## src/rtl/fwd_scoreboard_pkg.sv

```systemverilog
// Shared types and constants for the operand-forwarding scoreboard.
// The entry struct uses fixed maximum widths so one type serves every parameterisation.
package fwd_pkg;

  localparam int REG_MAX_W = 8;
  localparam int CNT_MAX_W = 4;

  localparam int FWD_RF  = 0;
  localparam int FWD_MEM = 1;
  localparam int FWD_WB  = 2;

  localparam int LAT_ALU  = 1;
  localparam int LAT_LOAD = 2;

  typedef struct packed {
    logic                 valid;
    logic [REG_MAX_W-1:0] rd;
    logic [CNT_MAX_W-1:0] cnt;
  } fwd_entry_t;

  // Remaining latency after entering EX: min(max(lat,1), depth) - 1.
  function automatic logic [CNT_MAX_W-1:0] lat_to_cnt(input int unsigned lat,
                                                      input int unsigned depth);
    int unsigned eff;
    eff = (lat == 0) ? LAT_ALU : lat;
    if (eff > depth) eff = depth;
    return CNT_MAX_W'(eff - 1);
  endfunction

endpackage

```

## src/rtl/fwd_scoreboard_if.sv

```systemverilog
// ID-stage request and EX-side forward-select bundle of the scoreboard.
// master = pipeline control driving ID information, slave = the scoreboard.
interface fwd_scoreboard_if #(
  parameter int NUM_SRC = 2,
  parameter int DEPTH   = 3,
  parameter int REG_W   = 5,
  parameter int LAT_W   = 2,
  parameter int SEL_W   = $clog2(DEPTH + 1)
);
  logic [NUM_SRC*REG_W-1:0] iID_NumSrc;
  logic [NUM_SRC-1:0]       iID_SrcUsed;
  logic [REG_W-1:0]         iID_NumRd;
  logic                     iID_RegWrite;
  logic [LAT_W-1:0]         iID_Lat;
  logic                     iHold;
  logic                     iFlush;
  logic                     oStall;
  logic [NUM_SRC*SEL_W-1:0] oFwdSel;

  modport master (
    output iID_NumSrc, iID_SrcUsed, iID_NumRd, iID_RegWrite, iID_Lat, iHold, iFlush,
    input  oStall, oFwdSel
  );

  modport slave (
    input  iID_NumSrc, iID_SrcUsed, iID_NumRd, iID_RegWrite, iID_Lat, iHold, iFlush,
    output oStall, oFwdSel
  );
endinterface

```

## src/rtl/fwd_scoreboard_match.sv

```systemverilog
// Priority matcher for one source operand against the in-flight write history.
// The youngest matching entry (lowest index) wins.
module fwd_match
  import fwd_pkg::*;
#(
  parameter int DEPTH = 3,
  parameter int IDX_W = 2
) (
  input  logic                   used_i,
  input  logic [REG_MAX_W-1:0]   src_i,
  input  fwd_entry_t [DEPTH-1:0] entries_i,
  output logic                   hit_o,
  output logic                   ready_o,
  output logic [IDX_W-1:0]       index_o
);

  always_comb begin
    hit_o   = 1'b0;
    ready_o = 1'b0;
    index_o = '0;
    // Scan oldest to youngest so the youngest match overwrites older ones.
    for (int k = DEPTH - 1; k >= 0; k--) begin
      if (used_i && (src_i != '0) && entries_i[k].valid && (entries_i[k].rd == src_i)) begin
        hit_o   = 1'b1;
        ready_o = (entries_i[k].cnt == '0);
        index_o = IDX_W'(k);
      end
    end
  end

endmodule

```

## src/rtl/fwd_scoreboard.sv

```systemverilog
// Operand-forwarding and load-use hazard scoreboard: tracks in-flight writes from EX
// onward, raises a combinational stall and registers per-source forward selects for EX.
module fwd_scoreboard
  import fwd_pkg::*;
#(
  parameter int NUM_SRC = 2,
  parameter int DEPTH   = 3,
  parameter int REG_W   = 5,
  parameter int LAT_W   = 2,
  parameter int SEL_W   = $clog2(DEPTH + 1)
) (
  input  logic             iCLK,
  input  logic             iRST,
  fwd_scoreboard_if.slave  bus
);

  fwd_entry_t [DEPTH-1:0]   entries_q;
  fwd_entry_t               entry0_d;
  logic [NUM_SRC*SEL_W-1:0] fwd_sel_q;
  logic [NUM_SRC*SEL_W-1:0] fwd_sel_d;
  logic [NUM_SRC-1:0]       not_ready;
  logic                     stall;
  logic                     squash;

  generate
    for (genvar gi = 0; gi < NUM_SRC; gi++) begin : g_src
      logic             hit;
      logic             ready;
      logic [SEL_W-1:0] idx;

      fwd_match #(
        .DEPTH (DEPTH),
        .IDX_W (SEL_W)
      ) u_match (
        .used_i    (bus.iID_SrcUsed[gi]),
        .src_i     (REG_MAX_W'(bus.iID_NumSrc[gi*REG_W +: REG_W])),
        .entries_i (entries_q),
        .hit_o     (hit),
        .ready_o   (ready),
        .index_o   (idx)
      );

      assign not_ready[gi] = hit & ~ready;
      // Entry k sits on forward bus k+1 (entry 0 -> MEM bus).
      assign fwd_sel_d[gi*SEL_W +: SEL_W] = (hit & ready) ? idx + SEL_W'(FWD_MEM)
                                                          : SEL_W'(FWD_RF);
    end
  endgenerate

  assign stall       = (|not_ready) & ~bus.iHold;
  assign squash      = stall | bus.iFlush;
  assign bus.oStall  = stall;
  assign bus.oFwdSel = fwd_sel_q;

  always_comb begin
    entry0_d       = '0;
    entry0_d.valid = bus.iID_RegWrite & (bus.iID_NumRd != '0);
    entry0_d.rd    = REG_MAX_W'(bus.iID_NumRd);
    entry0_d.cnt   = lat_to_cnt(32'(bus.iID_Lat), DEPTH);
  end

  always_ff @(posedge iCLK) begin
    if (iRST) begin
      entries_q <= '0;
      fwd_sel_q <= '0;
    end else if (!bus.iHold) begin
      for (int k = DEPTH - 1; k > 0; k--) begin
        entries_q[k].valid <= entries_q[k-1].valid;
        entries_q[k].rd    <= entries_q[k-1].rd;
        entries_q[k].cnt   <= (entries_q[k-1].cnt == '0) ? '0 : entries_q[k-1].cnt - 1'b1;
      end
      // A stalled or flushed ID instruction enters EX as a bubble.
      entries_q[0] <= squash ? '0 : entry0_d;
      fwd_sel_q    <= squash ? '0 : fwd_sel_d;
    end
  end

endmodule

```

## src/flat_wrapper.sv

```systemverilog
// flat-port wrapper written by rule: the top's interface ports become plain ports
module fwd_scoreboard_flat import fwd_pkg::*;
#(
  parameter int NUM_SRC = 2,
  parameter int DEPTH   = 3,
  parameter int REG_W   = 5,
  parameter int LAT_W   = 2,
  parameter int SEL_W   = $clog2(DEPTH + 1)
)
  (iCLK, iRST, bus_iID_NumSrc, bus_iID_SrcUsed, bus_iID_NumRd, bus_iID_RegWrite, bus_iID_Lat, bus_iHold, bus_iFlush, bus_oStall, bus_oFwdSel);
  fwd_scoreboard_if #(.NUM_SRC(NUM_SRC), .DEPTH(DEPTH), .REG_W(REG_W), .LAT_W(LAT_W), .SEL_W(SEL_W)) bus_i ();
  input  logic iCLK;
  input  logic iRST;
  input wire logic [$bits(bus_i.iID_NumSrc)-1:0] bus_iID_NumSrc;
  input wire logic [$bits(bus_i.iID_SrcUsed)-1:0] bus_iID_SrcUsed;
  input wire logic [$bits(bus_i.iID_NumRd)-1:0] bus_iID_NumRd;
  input wire logic [$bits(bus_i.iID_RegWrite)-1:0] bus_iID_RegWrite;
  input wire logic [$bits(bus_i.iID_Lat)-1:0] bus_iID_Lat;
  input wire logic [$bits(bus_i.iHold)-1:0] bus_iHold;
  input wire logic [$bits(bus_i.iFlush)-1:0] bus_iFlush;
  output wire logic [$bits(bus_i.oStall)-1:0] bus_oStall;
  output wire logic [$bits(bus_i.oFwdSel)-1:0] bus_oFwdSel;
  assign bus_i.iID_NumSrc = bus_iID_NumSrc;
  assign bus_i.iID_SrcUsed = bus_iID_SrcUsed;
  assign bus_i.iID_NumRd = bus_iID_NumRd;
  assign bus_i.iID_RegWrite = bus_iID_RegWrite;
  assign bus_i.iID_Lat = bus_iID_Lat;
  assign bus_i.iHold = bus_iHold;
  assign bus_i.iFlush = bus_iFlush;
  assign bus_oStall = bus_i.oStall;
  assign bus_oFwdSel = bus_i.oFwdSel;
  fwd_scoreboard #(.NUM_SRC(NUM_SRC), .DEPTH(DEPTH), .REG_W(REG_W), .LAT_W(LAT_W), .SEL_W(SEL_W)) u_core (.iCLK(iCLK), .iRST(iRST), .bus(bus_i));
endmodule
```

## config.mk

```make
export PLATFORM = sky130hd
export DESIGN_NAME = fwd_scoreboard_flat
export DESIGN_NICKNAME = d
export VERILOG_FILES = /design/src/rtl/fwd_scoreboard_pkg.sv /design/src/rtl/fwd_scoreboard_if.sv /design/src/rtl/fwd_scoreboard_match.sv /design/src/rtl/fwd_scoreboard.sv /design/src/flat_wrapper.sv
export SDC_FILE = /design/constraint.sdc
export NUM_CORES = 1
export LEC_CHECK = 0
export BUFFER_PORTS_ARGS = -buffer_cell sky130_fd_sc_hd__buf_4
export CAP_MARGIN = 10
export CORE_UTILIZATION = 55
export DETAILED_ROUTE_END_ITERATION = 12
export GPL_TIMING_DRIVEN = 0
export PLACE_DENSITY = 0.84
export SKIP_CTS_REPAIR_TIMING = 1
export SYNTH_ARGS = -nofsm -noshare
export SYNTH_HDL_FRONTEND = slang
export SYNTH_HIERARCHICAL = 1
export SYNTH_SLANG_ARGS = --single-unit
```

## constraint.sdc

```tcl
create_clock -name iCLK -period 4.3 [get_ports iCLK]
set_input_delay 0.215 -clock iCLK [delete_from_list [all_inputs] [get_ports iCLK]]
set_output_delay 0.215 -clock iCLK [all_outputs]
set_load 0.01 [all_outputs]
```

---- Word-level counts from Yosys, hierarchy flattened ----
Index checks and enable logic that the tools add are counted.
word-level totals
  input port bits ......................... 24
  flip-flop bits (word level) ............. 43
  output and inout port bits .............. 5
  word-level logic and storage cells ...... 80
cells by class
  reductions and logical operators ........ 22
  equal/unequal tests ..................... 6
  bitwise operators ....................... 10
  $add $sub $neg .......................... 5
  multiplexer cells ....................... 26
  $lt $le $gt $ge ......................... 1
operator list
  kind                                                                              number
  8-bit by 5-bit equality test with 1-bit output                                    6
  32-bit by 2-bit greater-than comparator with 1-bit output, second input constant  1
  2-bit 2-to-1 mux                                                                  10
  8-bit nonzero test                                                                2
  1-bit logical AND                                                                 14
  13-bit 2-to-1 mux                                                                 1
  4-bit logical NOT                                                                 3
  1-bit 2-to-1 mux                                                                  12
  4-bit 2-to-1 mux                                                                  3
  4-bit by 1-bit subtractor with 4-bit output, second input constant                3
  1-bit AND                                                                         6
  5-bit nonzero test                                                                1
  2-bit by 1-bit adder with 2-bit output, second input constant                     2
  1-bit inverter                                                                    3
  2-bit logical NOT                                                                 1
  2-bit OR reduction                                                                1
  1-bit OR                                                                          1

---- Depth between registers and ports, before layout ----
Gate-level depths: netlist of run 1.
  depth in word-level cells ............... 13
  gate-level depth with buffers ........... 9

---- By module ----
Netlist of run 1, hierarchy kept.
by module, submodules not included
  module          cells an instance  area an instance (um^2)  times used
  fwd_scoreboard  146                1361.3                   1
  fwd_match       50                 367.9                    2

---- Worst setup path before layout of run 1 ----
Ideal clock, no wire load.
  kind .................................... register -> output
  start ................................... register u_core/entries_q[7] (netlist bit)
  end ..................................... output port bus_oStall
  path slack .............................. 2.186 ns
  arrival time ............................ 1.899 ns
  cell stages (with the launch flop) ...... 9
  path buffers ............................ 1
  path through ............................ dfxtp_1 xnor2_1 nand3_1 nor4_1 o41ai_1 o31a_1 nand2b_1 buf_2 a21oi_1
on the way
  longest elaborated chain between the ends .. 7
RTL lines
  element                                         line                        text
  start, declared                                 fwd_scoreboard.sv:17        fwd_entry_t [DEPTH-1:0] entries_q;
  8-bit by 5-bit equality test with 1-bit output  fwd_scoreboard_match.sv:23  if (used_i && (src_i != '0) && entries_i[k].valid && (entries_i[k].rd == src_i)) begin
  1-bit logical AND                               fwd_scoreboard_match.sv:23
  1-bit 2-to-1 mux                                fwd_scoreboard_match.sv:23
  net u_core.g_src[0].ready                       fwd_scoreboard.sv:28        logic ready;
  1-bit inverter                                  fwd_scoreboard.sv:43        assign not_ready[gi] = hit & ~ready;
  1-bit AND                                       fwd_scoreboard.sv:43
  2-bit OR reduction                              fwd_scoreboard.sv:50        assign stall = (|not_ready) & ~bus.iHold;
  1-bit AND                                       fwd_scoreboard.sv:50
  end, declared                                   flat_wrapper.sv:21          output wire logic [$bits(bus_i.oStall)-1:0] bus_oStall;
The timed path passes the listed nets, and every way through them passes these cells.

---- Worst setup path after layout of run 1 ----
Ends and elaborated chain as after synthesis.

==> flow_summary.toml, run 1 <==
[sta]
rsz0062_at_grt = "false"
timing.final.ws_setup_ps = 1289
finalHoldViolations = 0
timing.fmax_mhz = 332.1
totalNegativeSetupSlack_ps = 0
final_min_period_over_clock_period = 0.7002
finalMaxSlewViolations = 0
max_slew.worst_pin.slew_ps = 865.3
fin_hold_ws_ps = 215.0
timing.slew.headroom = 0.4178
final_period_minus_worst_setup_slack_ps = 3011
report.final.setup_viol = 0
fin_worst_skew_ps = 5.489

[final_layout]
regArea_um2 = 660.6
layout-drive-gt1-share = 0.1610
finish.net_count = 346
antennaDiodeCount = 0
post_layout_nonfiller_instances = 371
fillerInstances = 292
multiInputGateArea_um2 = 1501
syn2layout_area_growth_pct = 25.78

[grt]
grt_remaining_overflow = 0
grt_use_total = 0.2897
grt_first_pass_wirelength_um = 9128
grt_pass1_vias = 1987
pin_count_of_the_biggest_net_entering_global_routing = 11
antenna_found_initial = 0

[setup_path]
crit_fanout = 9
r2r_cells = 9
crit_path_max_incr_delay_ps = 760
timing.critical_path.from_type = "flip-flop"
path_class = "reg -> out"
setup.worst_path.end_class = "output pin"
r2r_setup_slack_ps = 1690
cpMaxStageDelayCell = "sky130_fd_sc_hd__nor4_1"
cp.required_ps = 4090
crit_path_cell_trace = "xnor2_1 > nand3_1 > nor4_1 > o41ai_1 > o31a_1 > nand2b_1 > buf_2 > a21oi_1 > buf_4"
reg2reg_to = "u_core/bus.oFwdSel[3]"
r2r-start = "u_core/entries_q[7]"
timing.critical_path.arrival_ps = 2800

[floorplan]
ios = 29
initial_utilization = 0.5728
placement_rows = 22
dieHeight_um = 63.75
fp.dieW_um = 63.75
overall_die_area_um2 = 4063
fp.coreArea_um2 = 3661

[power]
vdd_ir_drop_max_v = 0.0002297
power_leakage_nw = 0.9556
power.switching_mw = 0.1767
clock_power_share = 0.407
swShare = 0.2404
p_seq_frac = 0.435
power.density_cell_area_nw_per_um2 = 278.7
p_comb_frac = 0.157
internal-power_mw = 0.5583

[place]
gpl.final_weighted_congestion = 0.8844
input_output_buffers = 28
dpl_worst_slack_ps = 1765
dp_cell_count = 363
post-dp-hpwl_um = 3817

[route]
drt-wirelength-per-cell_um = 14.02
drtAntennaViolNets = 0
route.detailed.vias_per_inst = 5.407
detailedRoute.firstIterationViolations = 110
drt_pass1_iterations = 4
detail_route.drc_violations = 0
route.final.wire_length_um = 5200
route.vias.total = 2006

[synth]
synth_seq_area_share = 0.3150
synth_async_sr_flop_share = 0
syn_avg_cell_area_um2 = 8.524
synth.ff_latch_count = 33
yosysWarnings = 6
synthCells = 246
synth_flop_cell = "sky130_fd_sc_hd__dfxtp_1"
mappedNetlistArea_um2 = 2097
synth.lib_cells_used.distinct = 35
synth_edf_count = 0

[job]
maxCapViolations = 0

[clock_tree]
cts_htree_levels = 2
cts_max_path_buffers = 2
cts_tree = "built"
cts.reportedPaths.clkPinSlew_ps = 60
clk_latency_ps = 280
number_of_buffers_created_by_cts = 5
clock_sink_count = 33
clockRootBuffer = "sky130_fd_sc_hd__clkbuf_8"

[min_path]
hold_class = "in -> reg"
hold_depth = 3
holdPathEnd = "u_core/entries_q[4]"
hold_start = "bus_iID_NumRd[0]"

[status]
outcome = "finished clean"
power by group through the flow:
stage / clock (mW) / combinational [mW] / sequential (mW)
2_1_floorplan: 0 / 0.0757 / 0.324
3_3_place_gp: 0 / 0.110 / 0.326
3_5_place_dp: 0 / 0.112 / 0.326
4_1_cts: 0.303 / 0.113 / 0.320
5_1_grt: 0.316 / 0.128 / 0.320
6_report: 0.299 / 0.116 / 0.320
sequential cells by signal (all words and copies together) (netlist names):
signal,flops
u_core/bus.oFwdSel,4
u_core/entries_q,29
worst max-delay path by stage:
stage / cells past startpoint / start / slack (ps) / endpoint
2_1_floorplan: 8 / u_core/entries_q[7] / 2190 / bus_oStall
4_1_cts: 9 / u_core/entries_q[7] / 1330 / bus_oStall
3_3_place_gp: 9 / u_core/entries_q[7] / 1780 / bus_oStall
6_report: 9 / u_core/entries_q[7] / 1290 / bus_oStall
5_1_grt: 9 / u_core/entries_q[7] / 1170 / bus_oStall
3_5_place_dp: 9 / u_core/entries_q[7] / 1770 / bus_oStall
worst max-delay path: cells and delay by family, from the launching register on:
kind | cells | cell delay (ps)
and+or+nand+nor | 3 | 1020
AOI/OAI and AO/OA | 3 | 570
DFF | 1 | 460
buffers and inverters | 2 | 320
xor gates and xnor gates | 1 | 150
cell usage in the layout, fill, tap and decap left out, types with 2 or more instances in the layout:
cell / synthesis / routed
sky130_fd_sc_hd__clkbuf_1: 2 / 3
sky130_fd_sc_hd__o31ai_1: 4 / 4
sky130_fd_sc_hd__buf_4: 1 / 29
sky130_fd_sc_hd__nand2_1: 22 / 22
sky130_fd_sc_hd__a21oi_1: 13 / 13
sky130_fd_sc_hd__nor2b_1: 2 / 2
sky130_fd_sc_hd__nor2_1: 25 / 25
sky130_fd_sc_hd__inv_1: 2 / 2
sky130_fd_sc_hd__or4_4: 2 / 2
sky130_fd_sc_hd__nand4_1: 14 / 14
sky130_fd_sc_hd__o41ai_1: 2 / 2
sky130_fd_sc_hd__o22ai_1: 3 / 3
sky130_fd_sc_hd__buf_2: 4 / 4
sky130_fd_sc_hd__nor3_1: 5 / 5
sky130_fd_sc_hd__nor4_1: 4 / 4
sky130_fd_sc_hd__nand3b_1: 6 / 6
sky130_fd_sc_hd__a221oi_2: 2 / 2
sky130_fd_sc_hd__mux2i_1: 12 / 12
sky130_fd_sc_hd__o21ai_2: 2 / 2
sky130_fd_sc_hd__xnor2_1: 50 / 50
sky130_fd_sc_hd__or4_1: 11 / 11
sky130_fd_sc_hd__nand2b_1: 2 / 2
sky130_fd_sc_hd__dfxtp_1: 33 / 33
sky130_fd_sc_hd__conb_1: 1 / 42
sky130_fd_sc_hd__clkbuf_8: 0 / 6
sky130_fd_sc_hd__or3_1: 2 / 2
sky130_fd_sc_hd__nand3_1: 7 / 7
sky130_fd_sc_hd__o21ai_0: 3 / 3
sky130_fd_sc_hd__o31a_1: 2 / 2
sky130_fd_sc_hd__buf_6: 2 / 2
final cells by class:
type	instances	area share
well taps	48	0.02277
clock inverters	1	0.01139
clock buffers	7	0.03273
multi-input cells	241	0.5693
flip-flops and latches	33	0.2505
plain buffers	10	0.02941
repair buffers	28	0.07970
inverters	3	0.004269
layer usage:
metal,wire (um),up-vias,GRT usage,share of wire
li1,-,994,-,-
met1,2356,951,0.3586,0.45
met2,2550,53,0.4973,0.49
met3,203,8,0.06429,0.039
met4,89,0,0.08807,0.017
met5,0,-,0,0
synth_stat cells (2+ instances only):
| library cell | n | area [um^2] |
|---|---|---|
| sky130_fd_sc_hd__nor3_1 | 5 | 25.02 |
| sky130_fd_sc_hd__mux2i_1 | 12 | 120.1 |
| sky130_fd_sc_hd__nand2b_1 | 2 | 12.51 |
| sky130_fd_sc_hd__nand3b_1 | 6 | 45.04 |
| sky130_fd_sc_hd__nand2_1 | 22 | 82.58 |
| sky130_fd_sc_hd__nor2b_1 | 2 | 12.51 |
| sky130_fd_sc_hd__o31a_1 | 2 | 17.52 |
| sky130_fd_sc_hd__or3_1 | 2 | 12.51 |
| sky130_fd_sc_hd__a221oi_2 | 2 | 30.03 |
| sky130_fd_sc_hd__xnor2_1 | 50 | 437.9 |
| sky130_fd_sc_hd__or4_1 | 11 | 82.58 |
| sky130_fd_sc_hd__dfxtp_1 | 33 | 660.6 |
| sky130_fd_sc_hd__clkbuf_1 | 2 | 7.510 |
| sky130_fd_sc_hd__nand4_1 | 14 | 87.58 |
| sky130_fd_sc_hd__o21ai_0 | 3 | 15.01 |
| sky130_fd_sc_hd__nand3_1 | 7 | 35.03 |
| sky130_fd_sc_hd__a21oi_1 | 13 | 65.06 |
| sky130_fd_sc_hd__o21ai_2 | 2 | 17.52 |
| sky130_fd_sc_hd__o31ai_1 | 4 | 30.03 |
| sky130_fd_sc_hd__inv_1 | 2 | 7.510 |
| sky130_fd_sc_hd__o41ai_1 | 2 | 17.52 |
| sky130_fd_sc_hd__or4_4 | 2 | 22.52 |
| sky130_fd_sc_hd__buf_2 | 4 | 20.02 |
| sky130_fd_sc_hd__o22ai_1 | 3 | 18.77 |
| sky130_fd_sc_hd__nor2_1 | 25 | 93.84 |
| sky130_fd_sc_hd__nor4_1 | 4 | 25.02 |
| sky130_fd_sc_hd__buf_6 | 2 | 22.52 |
metrics by stage:
stage                 util  total power, mW  cell area (um^2)
floorplan                -           0.3997              2251
global placement    0.6887           0.4365              2521
detailed placement  0.6887           0.4384              2521
CTS                 0.7204           0.7350              2638
global route        0.7204           0.7650              2638
finish              0.7204           0.7350              2638
logic make-up after synthesis:
family / Yosys count / share of synthesized area
and+or+nand+nor: 104 / 0.2655
buffers and inverters: 13 / 0.04237
xor gates and xnor gates: 50 / 0.2088
other: 1 / 0.001788
muxes: 12 / 0.05728
AOI/OAI and AO/OA: 33 / 0.1092
DFF: 33 / 0.3150
No activity file was read; power rests on OpenSTA's default activity.
==> run 2, diff against run 1 <==
ABC_AREA = 1   (was default)
CORE_UTILIZATION = 53   (was 55)
PLACE_DENSITY = 0.83   (was 0.84)
clock period = 2.6 ns   (was 4.3 ns; I/O delays follow)
==> flow_summary.toml, run 2 <==
[clock_tree]
cts_max_path_buffers = 2
clock_sink_count = 33
cts_htree_levels = 2
clk_latency_ps = 290
clockRootBuffer = "sky130_fd_sc_hd__clkbuf_8"
number_of_buffers_created_by_cts = 5
cts_tree = "built"
cts.reportedPaths.clkPinSlew_ps = 70

[setup_path]
cp.required_ps = 2470
crit_path_cell_trace = "inv_1 > nand2_1 > nand2_1 > nor2_1 > nand3_1 > nor2_2 > inv_1 > nand4_1 > nand2_1 > inv_1 > nand3_1 > nand2_4 > buf_4"
crit_path_max_incr_delay_ps = 430
cpMaxStageDelayCell = "sky130_fd_sc_hd__dfxtp_1"
crit_fanout = 5
setup.worst_path.end_class = "output pin"
path_class = "reg -> out"
timing.critical_path.arrival_ps = 1990
timing.critical_path.from_type = "flip-flop"

[sta]
report.final.setup_viol = 0
timing.slew.headroom = 0.6578
final_period_minus_worst_setup_slack_ps = 2121
rsz0062_at_grt = "false"
totalNegativeSetupSlack_ps = 0
fin_hold_ws_ps = 66.15
final_min_period_over_clock_period = 0.8160
timing.final.ws_setup_ps = 478.5
finalMaxSlewViolations = 0
timing.fmax_mhz = 471.4
finalHoldViolations = 0
fin_worst_skew_ps = 8.632
max_slew.worst_pin.slew_ps = 508.6

[power]
power_mw = 1.231
power_leakage_nw = 1.493
vdd_ir_drop_max_v = 0.0003135
power.density_cell_area_nw_per_um2 = 402.9

[grt]
antenna_found_initial = 0
pin_count_of_the_biggest_net_entering_global_routing = 11
grt_use_total = 0.2708
grt_remaining_overflow = 0
grt_first_pass_wirelength_um = 10520
grt_pass1_vias = 2480

[synth]
synth_most_common_cell = "sky130_fd_sc_hd__nand2_1"
synth.lib_cells_used.distinct = 24
synth_seq_area_share = 0.2687
post_synth_main_area_contributors = "sky130_fd_sc_hd__dfxtp_1 27%, sky130_fd_sc_hd__nand2_1 24%, sky130_fd_sc_hd__nor2_1 10%"
mappedNetlistArea_um2 = 2459
yosys.area.top_type = "sky130_fd_sc_hd__dfxtp_1"
syn_avg_cell_area_um2 = 5.575
synth_async_sr_flop_share = 0
synthCells = 441
synth_top_area_frac = 0.2687
synth_flop_cell = "sky130_fd_sc_hd__dfxtp_1"
yosysWarnings = 6
synth.top_cells.by_count = "156 x sky130_fd_sc_hd__nand2_1, 68 x sky130_fd_sc_hd__nor2_1, 66 x sky130_fd_sc_hd__inv_1"
synth.ff_latch_count = 33
synth_edf_count = 0

[final_layout]
largest_register_ffs = 29
post_layout_nonfiller_instances = 584
finish.net_count = 555
most_common_library_cell_in_the_layout_ignoring_fill_and_taps = "sky130_fd_sc_hd__nand2_1"
antennaDiodeCount = 0
largest_register = "u_core/entries_q"
layout_common_cells = "156 x sky130_fd_sc_hd__nand2_1, 68 x sky130_fd_sc_hd__nor2_1, 66 x sky130_fd_sc_hd__inv_1"
layout-drive-gt1-share = 0.1335
syn2layout_area_growth_pct = 24.33
fillerInstances = 418

[route]
detail_route.drc_violations = 0
drtAntennaViolNets = 0
drt-wirelength-per-cell_um = 10.45
route.vias.total = 2732
route.final.wire_length_um = 6103
route.detailed.vias_per_inst = 4.678
detailedRoute.firstIterationViolations = 133
drt_pass1_iterations = 5

[place]
input_output_buffers = 28
dp_cell_count = 576
dpl_worst_slack_ps = 676.5
gpl.final_weighted_congestion = 0.8677
post-dp-hpwl_um = 4786

[job]
maxCapViolations = 0

[status]
outcome = "finished clean"

[floorplan]
dieHeight_um = 70.11
placement_rows = 24
fp.coreArea_um2 = 4414
overall_die_area_um2 = 4915
ios = 29
initial_utilization = 0.5570
fp.dieW_um = 70.11

[min_path]
hold_class = "in -> reg"
[run 2: cell types whose count changed after synthesis, moves of 6 or more]
cell | previous run | this run
sky130_fd_sc_hd__nand2_1 | 22 | 156
sky130_fd_sc_hd__inv_1 | 2 | 66
sky130_fd_sc_hd__xnor2_1 | 50 | 6
sky130_fd_sc_hd__nor2_1 | 25 | 68
sky130_fd_sc_hd__o21ai_0 | 3 | 32
sky130_fd_sc_hd__inv_2 | 1 | 13
sky130_fd_sc_hd__mux2i_1 | 12 | 0
sky130_fd_sc_hd__nand4_1 | 14 | 2
sky130_fd_sc_hd__or4_1 | 11 | 0
sky130_fd_sc_hd__nand3_1 | 7 | 17
sky130_fd_sc_hd__nand3b_1 | 6 | 0
[run 2: path summary, 6_finish.rpt]
check                                             end                   from  cells past startpoint  slack [ps]
worst min register to register  u_core/bus.oFwdSel[1]  u_core/bus.oFwdSel[1]                      2         460
worst max register to register    u_core/entries_q[7]   u_core/entries_q[20]                     16         640
worst max-delay path                       bus_oStall   u_core/entries_q[20]                     13         480
worst min-delay path              u_core/entries_q[2]                   iRST                      2          70
[run 2: critical path, delay by kind of cell (launching register included)]
family                 cells  cell delay [ps]
flip-flops                 1              430
buffers and inverters      4              350
AND/OR/NAND/NOR            9              910
[run 2: logic make-up (layout without fill, tap and decap cells)]
logic type	after synthesis	after routing	share of synthesized area
AO/OA/AOI/OAI	44	44	0.09008
XOR/XNOR	10	10	0.03562
buffers and inverters	83	119	0.1359
flip-flops	33	33	0.2687
other	1	56	0.001525
AND/OR/NAND/NOR	270	270	0.4682
[run 2: area by class of cell]
cell class              count  area [um^2]  area share
inverters                  79        296.5     0.09701
clock inverters             1        30.03    0.009824
well taps                  52        65.06     0.02129
multi-input cells         380         1670      0.5465
clock buffers               7        86.33     0.02824
plain buffers               4        37.54     0.01228
repair buffers             28        210.2     0.06877
flip-flops and latches     33        660.6      0.2161
[run 2: stage by stage]
| step | utilization | cell area (um^2) |
|---|---|---|
| after global routing | 0.6925 | 3057 |
| after floorplan | - | 2665 |
| after CTS | 0.6925 | 3057 |
| final | 0.6925 | 3057 |
| after detailed placement | 0.6661 | 2940 |
| after global placement | 0.6661 | 2940 |
[run 2: report_power, final]
group | switching (mW) | internal [mW]
clock | 0.189 | 0.312
combinational | 0.119 | 0.0798
sequential | 0.0151 | 0.516
[run 2: routing by layer]
layer	share of wire	routed length (um)	vias to the layer above	GRT usage
met2	0.46	2799	110	0.4594
met1	0.44	2680	1156	0.3375
met5	0	0	-	0
li1	-	-	1453	-
met3	0.079	483	13	0.04618
met4	0.023	140	0	0.1133
==> run 3, diff against run 2 <==
ABC_AREA = 0   (was 1)
CORE_UTILIZATION = 52   (was 53)
clock period = 1.9 ns   (was 2.6 ns; I/O delays follow)
==> flow_summary.toml, run 3 (same netlist as run 1, synthesis figures left out) <==
[status]
outcome = "complete, but fails checks"
failed_checks = "setup timing"

[final_layout]
multiInputGateArea_um2 = 1718
regArea_um2 = 684.4
finish.net_count = 359
largest_register_ffs = 29
most_common_library_cell_in_the_layout_ignoring_fill_and_taps = "sky130_fd_sc_hd__conb_1"
syn2layout_area_growth_pct = 41.05
layout-drive-gt1-share = 0.3125
antennaDiodeCount = 0
layout_common_cells = "42 x sky130_fd_sc_hd__conb_1, 41 x sky130_fd_sc_hd__buf_4, 40 x sky130_fd_sc_hd__xnor2_1"
utilization = 0.7843
largest_register = "u_core/entries_q"
fillerInstances = 239

[grt]
pin_count_of_the_biggest_net_entering_global_routing = 11
grt_first_pass_wirelength_um = 8583
grt_remaining_overflow = 0
grt_pass1_vias = 1834
grt_use_total = 0.2646
antenna_found_initial = 0

[clock_tree]
clk_latency_ps = 280
cts_htree_levels = 2
cts.reportedPaths.clkPinSlew_ps = 70
cts_tree = "built"
clock_sink_count = 33
cts_max_path_buffers = 2
clockRootBuffer = "sky130_fd_sc_hd__clkbuf_8"
number_of_buffers_created_by_cts = 5

[setup_path]
timing.critical_path.from_type = "flip-flop"
path_class = "reg -> out"
critical-path-top-delay-family = "simple AND/OR/NAND/NOR gates"
crit_path_cell_trace = "xnor2_1 > nand4_1 > or4_4 > nor2_2 > o31a_1 > nand2b_4 > buf_6 > a21oi_2 > buf_4"
crit_fanout = 5
cp.required_ps = 1800
timing.critical_path.arrival_ps = 2290
setup.worst_path.end_class = "output pin"
crit_path_max_incr_delay_ps = 570
cpMaxStageDelayCell = "sky130_fd_sc_hd__or4_4"
critPathBufInv = 2

[floorplan]
dieHeight_um = 65.51
placement_rows = 22
overall_die_area_um2 = 4291
fp.dieW_um = 65.51
ios = 29
initial_utilization = 0.5561
fp.coreArea_um2 = 3771

[route]
route.detailed.vias_per_inst = 5.589
detail_route.drc_violations = 0
route.vias.total = 2146
drt_pass1_iterations = 5
drtAntennaViolNets = 0
drt-wirelength-per-cell_um = 15.85
route.final.wire_length_um = 6088
detailedRoute.firstIterationViolations = 132

[power]
power_mw = 1.531
vdd_ir_drop_max_v = 0.0004917
power.density_cell_area_nw_per_um2 = 517.7
power_leakage_nw = 1.113

[sta]
timing.slew.headroom = 0.5905
totalNegativeSetupSlack_ps = -4333
final_min_period_over_clock_period = 1.254
fin_worst_skew_ps = 4.296
finalMaxSlewViolations = 0
rsz0062_at_grt = "true"
finalHoldViolations = 0
timing.final.ws_setup_ps = -483.2
final_period_minus_worst_setup_slack_ps = 2383
timing.fmax_mhz = 419.6
max_slew.worst_pin.slew_ps = 614.2
fin_hold_ws_ps = 83.59
report.final.setup_viol = 13

[job]
maxCapViolations = 0

[min_path]
hold_class = "in -> reg"

[place]
input_output_buffers = 28
post-dp-hpwl_um = 3856
gpl.final_weighted_congestion = 0.8719
==> run 3: final cells by class <==
class / count / area share
clock inverters: 2 / 0.003384
plain buffers: 9 / 0.02665
repair buffers: 42 / 0.1091
multi-input cells: 241 / 0.5808
well taps: 48 / 0.02030
flip-flops and latches: 33 / 0.2314
inverters: 3 / 0.003807
clock buffers: 6 / 0.02453
==> run 3: worst min-delay path, stage by stage <==
cell and delay, ps:
sky130_fd_sc_hd__buf_4 110, sky130_fd_sc_hd__nand4_1 60, sky130_fd_sc_hd__a21oi_1 60
==> run 3: routing by layer <==
| layer | routed length [um] | track usage |
|---|---|---|
| met5 | 0 | 0 |
| met4 | 122 | 0.1060 |
| met3 | 368 | 0.04861 |
| met2 | 3081 | 0.4446 |
| met1 | 2515 | 0.3308 |
==> run 3: where the power goes <==
group | switching, mW | leakage [nW] | internal [mW]
logic | 0.156 | 0.795 | 0.145
clock network | 0.255 | 0.0450 | 0.254
registers | 0.0199 | 0.274 | 0.701
==> run 3: final timing paths <==
check | start | end | slack (ps) | depth (start not counted)
setup / recovery | u_core/entries_q[21] | bus_oStall | -480 | 9
hold / removal | bus_iID_NumRd[2] | u_core/entries_q[6] | 80 | 3
setup reg to reg | u_core/entries_q[21] | u_core/bus.oFwdSel[3] | -390 | 9
hold reg to reg | u_core/entries_q[27] | u_core/entries_q[27] | 480 | 2
==> run 3: through the flow <==
stage / cell area (um^2) / std cells / setup slack (ps)
2_1_floorplan: 2318 / 287 / -9.314
3_3_place_gp: 2589 / 363 / -307.1
5_1_grt: 2958 / 384 / -491.8
4_1_cts: 2671 / 371 / -558.2
6_report: 2958 / 384 / -483.2
3_5_place_dp: 2589 / 363 / -371.4
